$ cat src/rtl/ebpf_pkg.sv
// Shared definitions for the eBPF core front end: instruction field layout,
// special opcodes, fetch FSM states and the decoded-instruction record.
package ebpf_pkg;

  localparam int unsigned IMEM_AW = 12;

  localparam int unsigned OPC_HI = 63;
  localparam int unsigned OPC_LO = 56;
  localparam int unsigned SRC_HI = 55;
  localparam int unsigned SRC_LO = 52;
  localparam int unsigned DST_HI = 51;
  localparam int unsigned DST_LO = 48;
  localparam int unsigned OFF_HI = 47;
  localparam int unsigned OFF_LO = 32;
  localparam int unsigned IMM_HI = 31;
  localparam int unsigned IMM_LO = 0;

  localparam logic [7:0] LDDW_OPC_DEF = 8'h18;
  localparam logic [7:0] EXIT_OPC_DEF = 8'h95;

  typedef enum logic [1:0] {StIdle, StRun, StWide, StDrain} fetch_state_e;

  typedef struct packed {
    logic [7:0]         opcode;
    logic [3:0]         src;
    logic [3:0]         dst;
    logic [15:0]        offset;
    logic [63:0]        imm64;
    logic               wide;
    logic [IMEM_AW-1:0] pc;
  } instr_t;

  function automatic logic [63:0] sext32(input logic [31:0] v);
    return {{32{v[31]}}, v};
  endfunction

endpackage

$ cat src/rtl/ebpf_instr_split.sv
// Splits one 64-bit instruction word into its fields; imm is sign-extended,
// pc and wide are left zero for the fetch stage to fill in.
module ebpf_instr_split
  import ebpf_pkg::*;
(
  input  logic [63:0] word_i,
  output instr_t      instr_o
);

  always_comb begin
    instr_o        = '0;
    instr_o.opcode = word_i[OPC_HI:OPC_LO];
    instr_o.src    = word_i[SRC_HI:SRC_LO];
    instr_o.dst    = word_i[DST_HI:DST_LO];
    instr_o.offset = word_i[OFF_HI:OFF_LO];
    instr_o.imm64  = sext32(word_i[IMM_HI:IMM_LO]);
  end

endmodule

$ cat src/rtl/ebpf_fetch.sv
// eBPF instruction fetch: walks the PC through an async-read word memory,
// fuses two-word LD_IMM64 and hands instructions to decode over valid/ready.
module ebpf_fetch
  import ebpf_pkg::*;
#(
  parameter int unsigned ADDR_W   = IMEM_AW,
  parameter logic [7:0]  LDDW_OPC = LDDW_OPC_DEF,
  parameter logic [7:0]  EXIT_OPC = EXIT_OPC_DEF
) (
  input  logic              clk,
  input  logic              rst,
  input  logic              start,
  input  logic [ADDR_W-1:0] start_pc,
  output logic [ADDR_W-1:0] imem_addr,
  input  logic [63:0]       imem_rdata,
  output logic              out_valid,
  input  logic              out_ready,
  output logic [ADDR_W-1:0] out_pc,
  output logic [7:0]        out_opcode,
  output logic [3:0]        out_src,
  output logic [3:0]        out_dst,
  output logic [15:0]       out_offset,
  output logic [63:0]       out_imm,
  output logic              out_wide,
  input  logic              redirect_valid,
  input  logic [ADDR_W-1:0] redirect_pc,
  output logic              busy,
  output logic              done,
  output logic              fault
);

  localparam logic [ADDR_W-1:0] LastPc = '1;
  localparam logic [ADDR_W-1:0] PcOne  = ADDR_W'(1);

  fetch_state_e      state_q, state_d;
  logic [ADDR_W-1:0] pc_q, pc_d;
  logic [31:0]       hold_q, hold_d;
  instr_t            first_q, first_d;
  instr_t            out_q, out_d;
  logic              out_valid_q, out_valid_d;
  logic              fault_q, fault_d;

  instr_t word_instr;
  instr_t cur;
  logic   slot_free;

  ebpf_instr_split u_split (
    .word_i  (imem_rdata),
    .instr_o (word_instr)
  );

  always_comb begin
    state_d     = state_q;
    pc_d        = pc_q;
    hold_d      = hold_q;
    first_d     = first_q;
    out_d       = out_q;
    out_valid_d = out_valid_q;
    fault_d     = fault_q;

    slot_free = !out_valid_q || out_ready;
    cur       = word_instr;
    cur.pc    = pc_q;

    if (out_valid_q && out_ready) begin
      out_valid_d = 1'b0;
    end

    if (state_q != StIdle && redirect_valid) begin
      // Redirect beats everything, including a same-cycle handshake.
      pc_d        = redirect_pc;
      out_valid_d = 1'b0;
      hold_d      = '0;
      state_d     = StRun;
    end else begin
      unique case (state_q)
        StIdle: begin
          if (start) begin
            pc_d    = start_pc;
            fault_d = 1'b0;
            state_d = StRun;
          end
        end
        StRun: begin
          if (slot_free) begin
            if (cur.opcode == EXIT_OPC) begin
              out_d       = cur;
              out_valid_d = 1'b1;
              state_d     = StDrain;
            end else if (cur.opcode == LDDW_OPC) begin
              if (pc_q == LastPc) begin
                fault_d = 1'b1;
                state_d = StIdle;
              end else begin
                hold_d  = imem_rdata[IMM_HI:IMM_LO];
                first_d = cur;
                pc_d    = pc_q + PcOne;
                state_d = StWide;
              end
            end else begin
              out_d       = cur;
              out_valid_d = 1'b1;
              if (pc_q == LastPc) begin
                fault_d = 1'b1;
                state_d = StIdle;
              end else begin
                pc_d = pc_q + PcOne;
              end
            end
          end
        end
        StWide: begin
          if (slot_free) begin
            out_d       = first_q;
            out_d.imm64 = {imem_rdata[IMM_HI:IMM_LO], hold_q};
            out_d.wide  = 1'b1;
            out_valid_d = 1'b1;
            if (pc_q == LastPc) begin
              fault_d = 1'b1;
              state_d = StIdle;
            end else begin
              pc_d    = pc_q + PcOne;
              state_d = StRun;
            end
          end
        end
        StDrain: begin
          if (out_valid_q && out_ready) begin
            state_d = StIdle;
          end
        end
        default: state_d = StIdle;
      endcase
    end
  end

  always_ff @(posedge clk or posedge rst) begin
    if (rst) begin
      state_q     <= StIdle;
      pc_q        <= '0;
      hold_q      <= '0;
      first_q     <= '0;
      out_q       <= '0;
      out_valid_q <= 1'b0;
      fault_q     <= 1'b0;
    end else begin
      state_q     <= state_d;
      pc_q        <= pc_d;
      hold_q      <= hold_d;
      first_q     <= first_d;
      out_q       <= out_d;
      out_valid_q <= out_valid_d;
      fault_q     <= fault_d;
    end
  end

  assign imem_addr  = pc_q;
  assign out_valid  = out_valid_q;
  assign out_pc     = out_q.pc;
  assign out_opcode = out_q.opcode;
  assign out_src    = out_q.src;
  assign out_dst    = out_q.dst;
  assign out_offset = out_q.offset;
  assign out_imm    = out_q.imm64;
  assign out_wide   = out_q.wide;
  assign busy       = (state_q != StIdle);
  assign fault      = fault_q;
  assign done       = (state_q == StDrain) && out_valid_q && out_ready && !redirect_valid;

endmodule

$ cat config.mk
export PLATFORM = sky130hd
export DESIGN_NAME = ebpf_fetch
export DESIGN_NICKNAME = d
export VERILOG_FILES = /design/src/rtl/ebpf_pkg.sv /design/src/rtl/ebpf_instr_split.sv /design/src/rtl/ebpf_fetch.sv
export SDC_FILE = /design/constraint.sdc
export NUM_CORES = 1
export LEC_CHECK = 0
export CAP_MARGIN = 30
export CORE_ASPECT_RATIO = 1.1
export CORE_UTILIZATION = 56
export CTS_CLUSTER_DIAMETER = 50
export DETAILED_ROUTE_END_ITERATION = 8
export PLACE_DENSITY = 0.87
export SKIP_LAST_GASP = 1
export SYNTH_ARGS = -nofsm -noshare
export SYNTH_HDL_FRONTEND = slang
export SYNTH_HIERARCHICAL = 1
export SYNTH_SLANG_ARGS = --single-unit
$ cat constraint.sdc
create_clock -name clk -period 13.45 [get_ports clk]
set_input_delay 2.69 -clock clk [delete_from_list [all_inputs] [get_ports clk]]
set_output_delay 2.69 -clock clk [all_outputs]
set_load 0.03 [all_outputs]
==> results of run 1 <==
## routing by layer
layer / GRT usage / wire, microns
met5: 0 / 0
met4: 0.0641 / 348
met3: 0.0637 / 1640
met2: 0.392 / 10500
met1: 0.314 / 9570
## cell usage in the layout (no fill, tap or decap), drive strengths merged, types with 2 or more instances in the layout
cell             n
a2111oi          2
a21oi           20
a31oi            7
a41oi            4
and2             5
and4             3
buf              9
clkbuf          38
clkdlybuf4s50  217
clkinv           2
dfrtp          201
ha               6
inv             40
mux2            39
mux2i          142
nand2          152
nand3            6
nand4            4
nor2             9
nor2b           13
nor3             3
nor3b            3
nor4b            2
o2111ai          2
o211ai           2
o21ai          120
o32a             2
or2              2
xnor2            2
xor2             3
## through the flow
stage,util,total power [mW]
final,0.697,2.92
after global routing,0.697,3.10
after CTS,0.697,2.94
after detailed placement,0.659,2.36
after global placement,0.656,2.32
after floorplan,-,1.87
## power breakdown
part	switching [mW]	internal, mW	leakage (nW)	total, mW
sequential	0.159	0.847	2.54	1.01
clock	0.237	0.333	0.327	0.570
combinational	0.809	0.535	2.55	1.34
total	1.20	1.71	5.41	2.92
## worst max path at each step
stage                         startpoint                 to  slack (ns)  cells past startpoint
after global routing      redirect_valid               done        6.40                      3
after CTS                 redirect_valid               done        6.49                      3
after detailed placement  redirect_valid               done        6.50                      3
after global placement    redirect_valid               done        6.52                      3
after floorplan                      rst  fault$_DFFE_PP0P_        5.28                      1
final                     redirect_valid               done        6.48                      3
## worst max-delay path: stages
cell and delay (ns):
clkdlybuf4s50_1 0.59, nor3b_1 0.29, clkdlybuf4s50_1 0.71
## registers in the layout, summed over array words and instances (netlist names)
signal,flops
out_offset,16
imem_addr,12
hold_q,32
state_q,2
fault,1
out_opcode,8
out_valid,1
out_imm,64
out_src,4
out_wide,1
first_q,44
out_dst,4
out_pc,12
## cell type report
cell class | instances | area (sq um)
clock buffers | 38 | 662
clock inverters | 2 | 13.8
fillers | 1264 | 5400
inverters | 40 | 158
multi-input cells | 573 | 3970
flip-flops and latches | 201 | 5030
well taps | 238 | 298
repair buffers | 226 | 2270
==> summary.json, run 1 <==
{
  "cells_and_area": {
    "final_instance_count_without_filler_cells": 1318,
    "post-route-cell-area_sq_um": 12400,
    "inserted_diodes": 0,
    "synthToLayoutAreaGrowth_pct": 21.3,
    "final_layout_size_suffix_gt1_frac": 0.0806,
    "nNetsFinal": 1163
  },
  "clocking": {
    "cts_buffer_depth": 3,
    "ctsHoldBuffers": 0,
    "cts_resized": 0,
    "tritoncts_clock_tree": "built",
    "clockRootBuffer": "clkbuf_16",
    "insertion_delay_ns": 0.50,
    "clk_transition_reported_paths_ns": 0.06,
    "cts_buffers": 22,
    "post_cts.repair.setup_buffers": 0,
    "cts-htree-levels": 1,
    "clock_sink_count": 201
  },
  "sta": {
    "timing.fmax_mhz": 144,
    "final_setup_slack_of_the_worst_path_ns": 6.48,
    "grt_setup_unrepaired": "no",
    "setup_viol": 0,
    "drv_slew": 0,
    "timing_worst_slew_pin_value_ns": 1.06,
    "number_of_hold_violations_in_the_final_report": 0,
    "setup_total_negative_slack_ns": 0,
    "max_slew_margin": 0.297,
    "period_needed_ns": 6.97,
    "min_period_over_period": 0.518,
    "fin_skew_ns": 0.00681,
    "hold_slack_ns": 0.474
  },
  "critical_path": {
    "setup.worst_path.class": "in -> out",
    "critical_path.endpoint_type": "primary output",
    "critical_path_arrival_ns": 4.28,
    "worst_path_maximum_fanout": 8,
    "reg2reg_to": "out_imm[44]$_DFFE_PP0P_",
    "startpoint_type": "input port",
    "worst_ep_required_time_ns": 10.76,
    "reg2reg_from": "state_q[0]$_DFFE_PP0P_",
    "rrSetupSlack_ns": 9.59,
    "worst_r2r_path_depth": 8
  },
  "grt": {
    "gr-total-overflow": 0,
    "grt_pass1_wl_microns": 36100,
    "largest_net_degree_at_the_start_of_global_routing": 129,
    "grt_antenna_before_repair": 0,
    "grt_pass1_vias": 7174,
    "grt.total_usage": 0.240
  },
  "routing": {
    "dr.pass1.iters": 4,
    "num_vias": 7136,
    "routed_wl_microns": 22100,
    "detail_route.vias_per_cell": 5.41,
    "final_antenna_net_count": 0,
    "routed_wire_length_per_instance_microns": 16.7,
    "drt-initial-drc-count": 470,
    "drc": 0
  },
  "placement": {
    "placed_area_sq_um": 11700,
    "gp_routability_congestion": 0.834,
    "post_detailed_placement_half_perimeter_wirelength_microns": 14300,
    "placedCellCount": 1278,
    "io_buffer_count": 217,
    "post-place-ws_ns": 6.50
  },
  "synth": {
    "synth_fp_nets": 1072,
    "synthesis.area_sq_um": 10200,
    "avgSynthCellArea_sq_um": 10.5,
    "yosysWarningCount": 6,
    "postSynthCellCount": 973
  },
  "pwr": {
    "total_power_density_per_cell_area_nw_per_um2": 235,
    "lkg_pwr_nw": 5.41,
    "max-vdd-ir-drop_mv": 0.159
  },
  "min_path": {
    "hold_path_end": "first_q[104]$_DFFE_PP0P_",
    "holdPathStages": 1,
    "min_from": "first_q[104]$_DFFE_PP0P_",
    "min_path_type": "reg -> reg"
  },
  "run": {
    "maxcap_violations": 0
  },
  "die": {
    "initial_utilization": 0.574,
    "placeableCoreArea_sq_um": 17800,
    "num_io_pins": 218,
    "dieWidth_microns": 131,
    "floorplan.die_area_sq_um": 18800,
    "core.rowCount": 51,
    "floorplan.die.height_microns": 144
  },
  "status": {
    "outcome": "finished, final reports clean"
  }
}
(Power assumes the default switching activity.)
==> inputs of run 2 (changes only) <==
Settings changed: CORE_UTILIZATION 56 to 47, PLACE_DENSITY 0.87 to 0.77.
Clock period 13.45 ns to 6.4 ns, I/O delays scaled along.
==> summary.json, run 2 (synthesis gave the netlist of run 1 again) <==
{
  "grt": {
    "grt_pass1_wl": {"value": 36500, "unit": "microns", "change": "+1.1%"},
    "grt.total_usage": {"value": 0.205, "change": "-0.0349"},
    "gr-total-overflow": {"value": 0, "change": "unchanged"},
    "grt_antenna_before_repair": {"value": 0, "change": "unchanged"},
    "largest_net_degree_at_the_start_of_global_routing": {"value": 202, "change": "+57%"},
    "grt_pass1_vias": {"value": 7059, "change": "-1.6%"}
  },
  "routing": {
    "drc": {"value": 0, "change": "unchanged"},
    "num_vias": {"value": 7191, "change": "+0.77%"},
    "routed_wire_length_per_instance": {"value": 16.5, "unit": "microns", "change": "-1.7%"},
    "drt-initial-drc-count": {"value": 339, "change": "-28%"},
    "dr.pass1.iters": {"value": 5, "change": "+1"},
    "routed_wl": {"value": 22700, "unit": "microns", "change": "+2.9%"},
    "detail_route.vias_per_cell": {"value": 5.21, "change": "-3.8%"},
    "final_antenna_net_count": {"value": 0, "change": "unchanged"}
  },
  "critical_path": {
    "startpoint_type": "input port",
    "slowest_stage": "clkdlybuf4s50_1",
    "critical_path_arrival": {"value": 2.87, "unit": "ns", "change": "-1.41 ns"},
    "reg2reg_from": "state_q[0]$_DFFE_PP0P_",
    "worst_setup_endpoint": "done",
    "critical_path.endpoint_type": "primary output",
    "cp_top_family": "buffers and inverters",
    "timing.critical_path.slowest_cell_delay": {"value": 0.71, "unit": "ns", "change": "about the same"},
    "worst-path-stages": {"value": 3, "change": "unchanged"},
    "reg2reg_to": "imem_addr[1]$_DFFE_PP0P_",
    "path_buf_inv": {"value": 2, "change": "unchanged"},
    "worst_r2r_path_depth": {"value": 7, "change": "-1"},
    "worst_ep_required_time": {"value": 5.12, "unit": "ns", "change": "-5.64 ns"},
    "worst_path_maximum_fanout": {"value": 8, "change": "unchanged"},
    "path_common_cell": "clkdlybuf4s50_1",
    "critical_path.cell_chain": "clkdlybuf4s50_1 -> nor3b_1 -> clkdlybuf4s50_1",
    "crit_path_start": "redirect_valid",
    "rrSetupSlack": {"value": 3.10, "unit": "ns", "change": "-6.49 ns"},
    "setup.worst_path.class": "in -> out"
  },
  "die": {
    "placeableCoreArea": {"value": 21300, "unit": "sq um", "change": "+20%"},
    "initial_utilization": {"value": 0.480, "change": "-0.0943"},
    "floorplan.die_area": {"value": 22400, "unit": "sq um", "change": "+19%"},
    "dieWidth": {"value": 143, "unit": "microns", "change": "+9.0%"},
    "num_io_pins": {"value": 218, "change": "unchanged"},
    "core.rowCount": {"value": 56, "change": "+9.8%"},
    "floorplan.die.height": {"value": 157, "unit": "microns", "change": "+9.0%"}
  },
  "min_path": {
    "min_path_type": "reg -> reg",
    "min_from": "out_offset[12]$_DFFE_PP0P_"
  },
  "pwr": {
    "power.total": {"value": 6.55, "unit": "mW", "change": "+120%"},
    "total_power_density_per_cell_area": {"value": 510, "unit": "nW/um^2", "change": "+120%"},
    "lkg_pwr": {"value": 5.59, "unit": "nW", "change": "+3.2%"},
    "max-vdd-ir-drop": {"value": 0.356, "unit": "mV", "change": "+120%"}
  },
  "cells_and_area": {
    "nNetsFinal": {"value": 1169, "change": "+0.52%"},
    "inserted_diodes": {"value": 0, "change": "unchanged"},
    "synthToLayoutAreaGrowth_pct": 25.5,
    "layout_common_cells": "clkdlybuf4s50_1 (217), dfrtp_1 (201), nand2_1 (151)",
    "final_layout_size_suffix_gt1_frac": {"value": 0.0991, "change": "+0.0185"},
    "largest_register_ff_count": {"value": 64, "change": "unchanged"},
    "area_used_by_multi_input_combinational_logic": {"value": 3970, "unit": "sq um", "change": "unchanged"},
    "area.sequential": {"value": 5030, "unit": "sq um", "change": "unchanged"},
    "most_common_cell_after_layout_fill_and_taps_aside": "clkdlybuf4s50_1",
    "final_instance_count_without_filler_cells": {"value": 1380, "change": "+4.7%"},
    "finish.utilization": {"value": 0.603, "change": "-0.0942"},
    "num-fill-cells": {"value": 1827, "change": "+45%"}
  },
  "sta": {
    "setup_total_negative_slack": {"value": 0, "unit": "ns", "change": "unchanged"},
    "drv_slew": {"value": 0, "change": "unchanged"},
    "timing.fmax_mhz": 241,
    "timing_worst_slew_pin_value": {"value": 1.11, "unit": "ns", "change": "+0.0551 ns"},
    "min_period_over_period": 0.648,
    "setup_viol": {"value": 0, "change": "unchanged"},
    "period_needed_ns": 4.15,
    "grt_setup_unrepaired": "no",
    "max_slew_margin": {"value": 0.260, "change": "-0.0367"},
    "number_of_hold_violations_in_the_final_report": {"value": 0, "change": "unchanged"},
    "fin_skew": {"value": 0.0159, "unit": "ns", "change": "+0.00907 ns"}
  },
  "clocking": {
    "post_cts.repair.setup_buffers": {"value": 0, "change": "unchanged"},
    "cts-htree-levels": {"value": 1, "change": "unchanged"},
    "tritoncts_clock_tree": "built",
    "clock_sink_count": {"value": 201, "change": "unchanged"},
    "ctsHoldBuffers": {"value": 0, "change": "unchanged"},
    "cts_resized": {"value": 0, "change": "unchanged"},
    "cts_buffers": {"value": 26, "change": "+18%"},
    "cts_buffer_depth": {"value": 3, "change": "unchanged"},
    "clockRootBuffer": "clkbuf_16",
    "clk_transition_reported_paths": {"value": 0.06, "unit": "ns", "change": "about the same"},
    "insertion_delay": {"value": 0.52, "unit": "ns", "change": "+0.02 ns"}
  },
  "placement": {
    "io_buffer_count": {"value": 217, "change": "unchanged"},
    "post_detailed_placement_half_perimeter_wirelength": {"value": 14600, "unit": "microns", "change": "+2.1%"},
    "gp_routability_congestion": {"value": 0.780, "change": "-6.5%"},
    "placedCellCount": {"value": 1331, "change": "+4.1%"}
  },
  "status": {
    "outcome": "finished, final reports clean"
  },
  "run": {
    "maxcap_violations": {"value": 0, "change": "unchanged"}
  }
}
## run 2: cell types whose count changed in the layout (fill, tap and decap cells not counted), sizes merged
cell / change
buf: +2
clkbuf: -6
clkinvlp: +1
bufinv: +4
clkinv: +3
inv: +6
## run 2: routing by layer
metal,global-route usage,part of all wire,vias to the layer above
li1,-,-,3421
met1,0.271,0.45,3515
met2,0.339,0.47,233
met3,0.0496,0.075,22
met4,0.0451,0.012,0
met5,0,0,-
## run 2: through the flow
step | setup WS [ns] | hold WS [ns] | instance area [sq um]
finish | 2.25 | 0.475 | 12800
global route | 2.20 | 0.494 | 12800
CTS | 2.26 | 0.480 | 12800
detailed placement | 2.16 | 0.461 | 11800
global placement | 2.23 | 0.456 | 11800
floorplan | 2.52 | 0.439 | 10200
## run 2: area by class of cell
class / count / share of cell area
multi-input cells: 573 / 0.310
flip-flops and latches: 201 / 0.392
repair buffers: 228 / 0.183
inverters: 40 / 0.0120
well taps: 290 / 0.0283
clock inverters: 16 / 0.0179
clock buffers: 32 / 0.0572
## run 2: power breakdown
part           leakage (nW)  internal [mW]  switching, mW  total (mW)
sequential             2.54           1.78          0.340        2.12
clock                 0.475          0.996          0.593        1.59
combinational          2.58           1.15           1.69        2.84
## run 2: how the worst min path moves through the flow
stage                                       endpoint  cells after the start
after floorplan             first_q[104]$_DFFE_PP0P_                      1
after global placement      first_q[105]$_DFFE_PP0P_                      1
after detailed placement    first_q[105]$_DFFE_PP0P_                      1
after CTS                   first_q[105]$_DFFE_PP0P_                      1
after global routing         out_imm[19]$_DFFE_PP0P_                      2
final                     out_offset[12]$_DFFE_PP0P_                      2
## run 2: tightest hold or removal path, cell delays in order, from the launching register on
cell and delay [ns]:
dfrtp_1 0.34, nand2_1 0.04, o21ai_0 0.06
==> inputs of run 3 (changes only) <==
Clock period 6.4 ns to 3.4 ns, I/O delays scaled along.
==> summary.json, run 3 (synthesis gave the netlist of run 1 again) <==
{
  "cells_and_area": {
    "largest_register_ff_count": {"value": 64, "change": "unchanged"},
    "final_layout_size_suffix_gt1_frac": {"value": 0.0945, "change": "-0.00459"},
    "most_common_cell_after_layout_fill_and_taps_aside": "clkdlybuf4s50_1",
    "post-route-cell-area": {"value": 12700, "unit": "sq um", "change": "-1.4%"},
    "nNetsFinal": {"value": 1173, "change": "+0.34%"},
    "final_instance_count_without_filler_cells": {"value": 1380, "change": "unchanged"},
    "layout_common_cells": "clkdlybuf4s50_1 (217), dfrtp_1 (201), nand2_1 (151)",
    "inserted_diodes": {"value": 0, "change": "unchanged"},
    "synthToLayoutAreaGrowth_pct": 23.8
  },
  "die": {
    "dieWidth": {"value": 143, "unit": "microns", "change": "unchanged"},
    "core.rowCount": {"value": 56, "change": "unchanged"},
    "floorplan.die.height": {"value": 157, "unit": "microns", "change": "unchanged"},
    "initial_utilization": {"value": 0.480, "change": "unchanged"},
    "floorplan.die_area": {"value": 22400, "unit": "sq um", "change": "unchanged"},
    "num_io_pins": {"value": 218, "change": "unchanged"},
    "placeableCoreArea": {"value": 21300, "unit": "sq um", "change": "unchanged"}
  },
  "routing": {
    "routed_wire_length_per_instance": {"value": 16.3, "unit": "microns", "change": "-1.0%"},
    "detail_route.vias_per_cell": {"value": 5.14, "change": "-1.3%"},
    "final_antenna_net_count": {"value": 0, "change": "unchanged"},
    "drt-initial-drc-count": {"value": 321, "change": "-5.3%"},
    "wl_met3": {"value": 1620, "unit": "microns", "change": "-4.8%"},
    "maxUsedRoutingLayer": "met4",
    "routed-wl-met2": {"value": 10700, "unit": "microns", "change": "+1.2%"},
    "wl_met1": {"value": 9840, "unit": "microns", "change": "-3.0%"},
    "dr.pass1.iters": {"value": 4, "change": "-1"},
    "num_vias": {"value": 7096, "change": "-1.3%"},
    "routed_wl": {"value": 22500, "unit": "microns", "change": "-1.0%"},
    "drc": {"value": 0, "change": "unchanged"}
  },
  "pwr": {
    "total_power_density_per_cell_area": {"value": 938, "unit": "nW/um^2", "change": "+84%"},
    "max-vdd-ir-drop": {"value": 0.517, "unit": "mV", "change": "+45%"},
    "lkg_pwr": {"value": 5.50, "unit": "nW", "change": "-1.5%"}
  },
  "sta": {
    "grt_setup_unrepaired": "no",
    "drv_slew": {"value": 0, "change": "unchanged"},
    "min_period_over_period": 0.874,
    "number_of_hold_violations_in_the_final_report": {"value": 0, "change": "unchanged"},
    "max_slew_margin": {"value": 0.409, "change": "+0.149"},
    "fin_skew": {"value": 0.0123, "unit": "ns", "change": "-0.00356 ns"},
    "final_setup_slack_of_the_worst_path": {"value": 0.428, "unit": "ns", "change": "-1.83 ns"},
    "setup_total_negative_slack": {"value": 0, "unit": "ns", "change": "unchanged"},
    "setup_viol": {"value": 0, "change": "unchanged"},
    "period_needed_ns": 2.97,
    "timing.fmax_mhz": 336,
    "timing_worst_slew_pin_value": {"value": 0.886, "unit": "ns", "change": "-0.224 ns"}
  },
  "critical_path": {
    "reg2reg_from": "state_q[0]$_DFFE_PP0P_",
    "path_common_cell": "inv_1",
    "setup.worst_path.class": "reg -> out",
    "rrSetupSlack": {"value": 0.71, "unit": "ns", "change": "-2.39 ns"},
    "timing.critical_path.slowest_cell_delay": {"value": 0.62, "unit": "ns", "change": "-0.09 ns"},
    "reg2reg_to": "imem_addr[1]$_DFFE_PP0P_",
    "worst_ep_required_time": {"value": 2.72, "unit": "ns", "change": "-2.40 ns"},
    "worst_path_maximum_fanout": {"value": 10, "change": "+2"},
    "path_buf_inv": {"value": 3, "change": "+1"},
    "critical_path.endpoint_type": "primary output",
    "startpoint_type": "register",
    "worst_r2r_path_depth": {"value": 7, "change": "unchanged"},
    "critical_path_arrival": {"value": 2.29, "unit": "ns", "change": "-0.58 ns"},
    "critical_path.cell_chain": "inv_1 -> ha_1 -> inv_1 -> clkdlybuf4s50_1",
    "cp_top_family": "buffers and inverters",
    "slowest_stage": "clkdlybuf4s50_1"
  },
  "grt": {
    "grt_antenna_before_repair": {"value": 0, "change": "unchanged"},
    "gr-total-overflow": {"value": 0, "change": "unchanged"},
    "largest_net_degree_at_the_start_of_global_routing": {"value": 133, "change": "-34%"},
    "grt.total_usage": {"value": 0.205, "change": "about the same"},
    "grt_pass1_wl": {"value": 36900, "unit": "microns", "change": "+0.98%"},
    "grt_pass1_vias": {"value": 7378, "change": "+4.5%"}
  },
  "placement": {
    "post-place-ws": {"value": 0.452, "unit": "ns", "change": "-1.70 ns"},
    "placed_area": {"value": 11900, "unit": "sq um", "change": "+0.15%"},
    "post_detailed_placement_half_perimeter_wirelength": {"value": 14900, "unit": "microns", "change": "+2.3%"},
    "io_buffer_count": {"value": 217, "change": "unchanged"},
    "placedCellCount": {"value": 1337, "change": "+0.45%"},
    "gp_routability_congestion": {"value": 0.842, "change": "+8.0%"}
  },
  "clocking": {
    "cts-htree-levels": {"value": 1, "change": "unchanged"},
    "clockRootBuffer": "clkbuf_16",
    "cts_resized": {"value": 0, "change": "unchanged"},
    "insertion_delay": {"value": 0.50, "unit": "ns", "change": "-0.02 ns"},
    "tritoncts_clock_tree": "built",
    "post_cts.repair.setup_buffers": {"value": 0, "change": "unchanged"},
    "clk_transition_reported_paths": {"value": 0.05, "unit": "ns", "change": "about the same"},
    "cts_buffer_depth": {"value": 3, "change": "unchanged"},
    "clock_sink_count": {"value": 201, "change": "unchanged"},
    "cts_buffers": {"value": 25, "change": "-3.8%"},
    "ctsHoldBuffers": {"value": 0, "change": "unchanged"}
  },
  "status": {
    "outcome": "finished, final reports clean"
  },
  "min_path": {
    "holdPathStages": {"value": 2, "change": "unchanged"},
    "min_path_type": "reg -> reg",
    "hold_path_end": "out_imm[36]$_DFFE_PP0P_",
    "min_from": "out_imm[36]$_DFFE_PP0P_"
  },
  "run": {
    "maxcap_violations": {"value": 0, "change": "unchanged"}
  }
}
[run 3: worst register-to-register path, stage by stage (launching register included)]
cell and delay [ns]:
dfrtp_1 0.45, inv_1 0.22, ha_1 0.44, nand2b_4 0.25
nand2_1 0.13, or3_1 0.57, nand2_4 0.21, mux2_1 0.33
[run 3: how the worst max path moves through the flow]
stage | startpoint | to | slack (ns) | depth (start not counted)
after floorplan | rst | fault$_DFFE_PP0P_ | 0.12 | 1
after global placement | redirect_valid | imem_addr[1]$_DFFE_PP0P_ | 0.47 | 6
after detailed placement | redirect_valid | imem_addr[1]$_DFFE_PP0P_ | 0.45 | 6
after CTS | state_q[0]$_DFFE_PP0P_ | busy | 0.41 | 4
after global routing | state_q[0]$_DFFE_PP0P_ | busy | 0.30 | 4
final | state_q[0]$_DFFE_PP0P_ | busy | 0.43 | 4
[run 3: layout make-up]
cell class | instances | area, sq um
multi-input cells | 573 | 3970
repair buffers | 233 | 2340
well taps | 290 | 363
clock inverters | 9 | 105
flip-flops and latches | 201 | 5030
fillers | 1838 | 8640
clock buffers | 34 | 689
inverters | 40 | 154
[run 3: layer usage]
metal,vias to the layer above,GRT usage
li1,3417,-
met1,3446,0.257
met2,208,0.353
met3,25,0.0508
met4,0,0.0492
met5,-,0
[run 3: through the flow]
stage / util / total power, mW / hold WS [ns]
detailed placement: 0.557 / 9.40 / 0.460
CTS: 0.594 / 12.0 / 0.478
finish: 0.594 / 11.9 / 0.478
global route: 0.594 / 12.6 / 0.480
floorplan: - / 7.40 / 0.439
global placement: 0.557 / 9.27 / 0.460
[run 3: power breakdown]
| part | internal [mW] | total, mW | switching, mW |
|---|---|---|---|
| Sequential | 3.35 | 3.98 | 0.633 |
| Combinational | 2.16 | 5.34 | 3.18 |
| Clock | 1.57 | 2.55 | 0.982 |
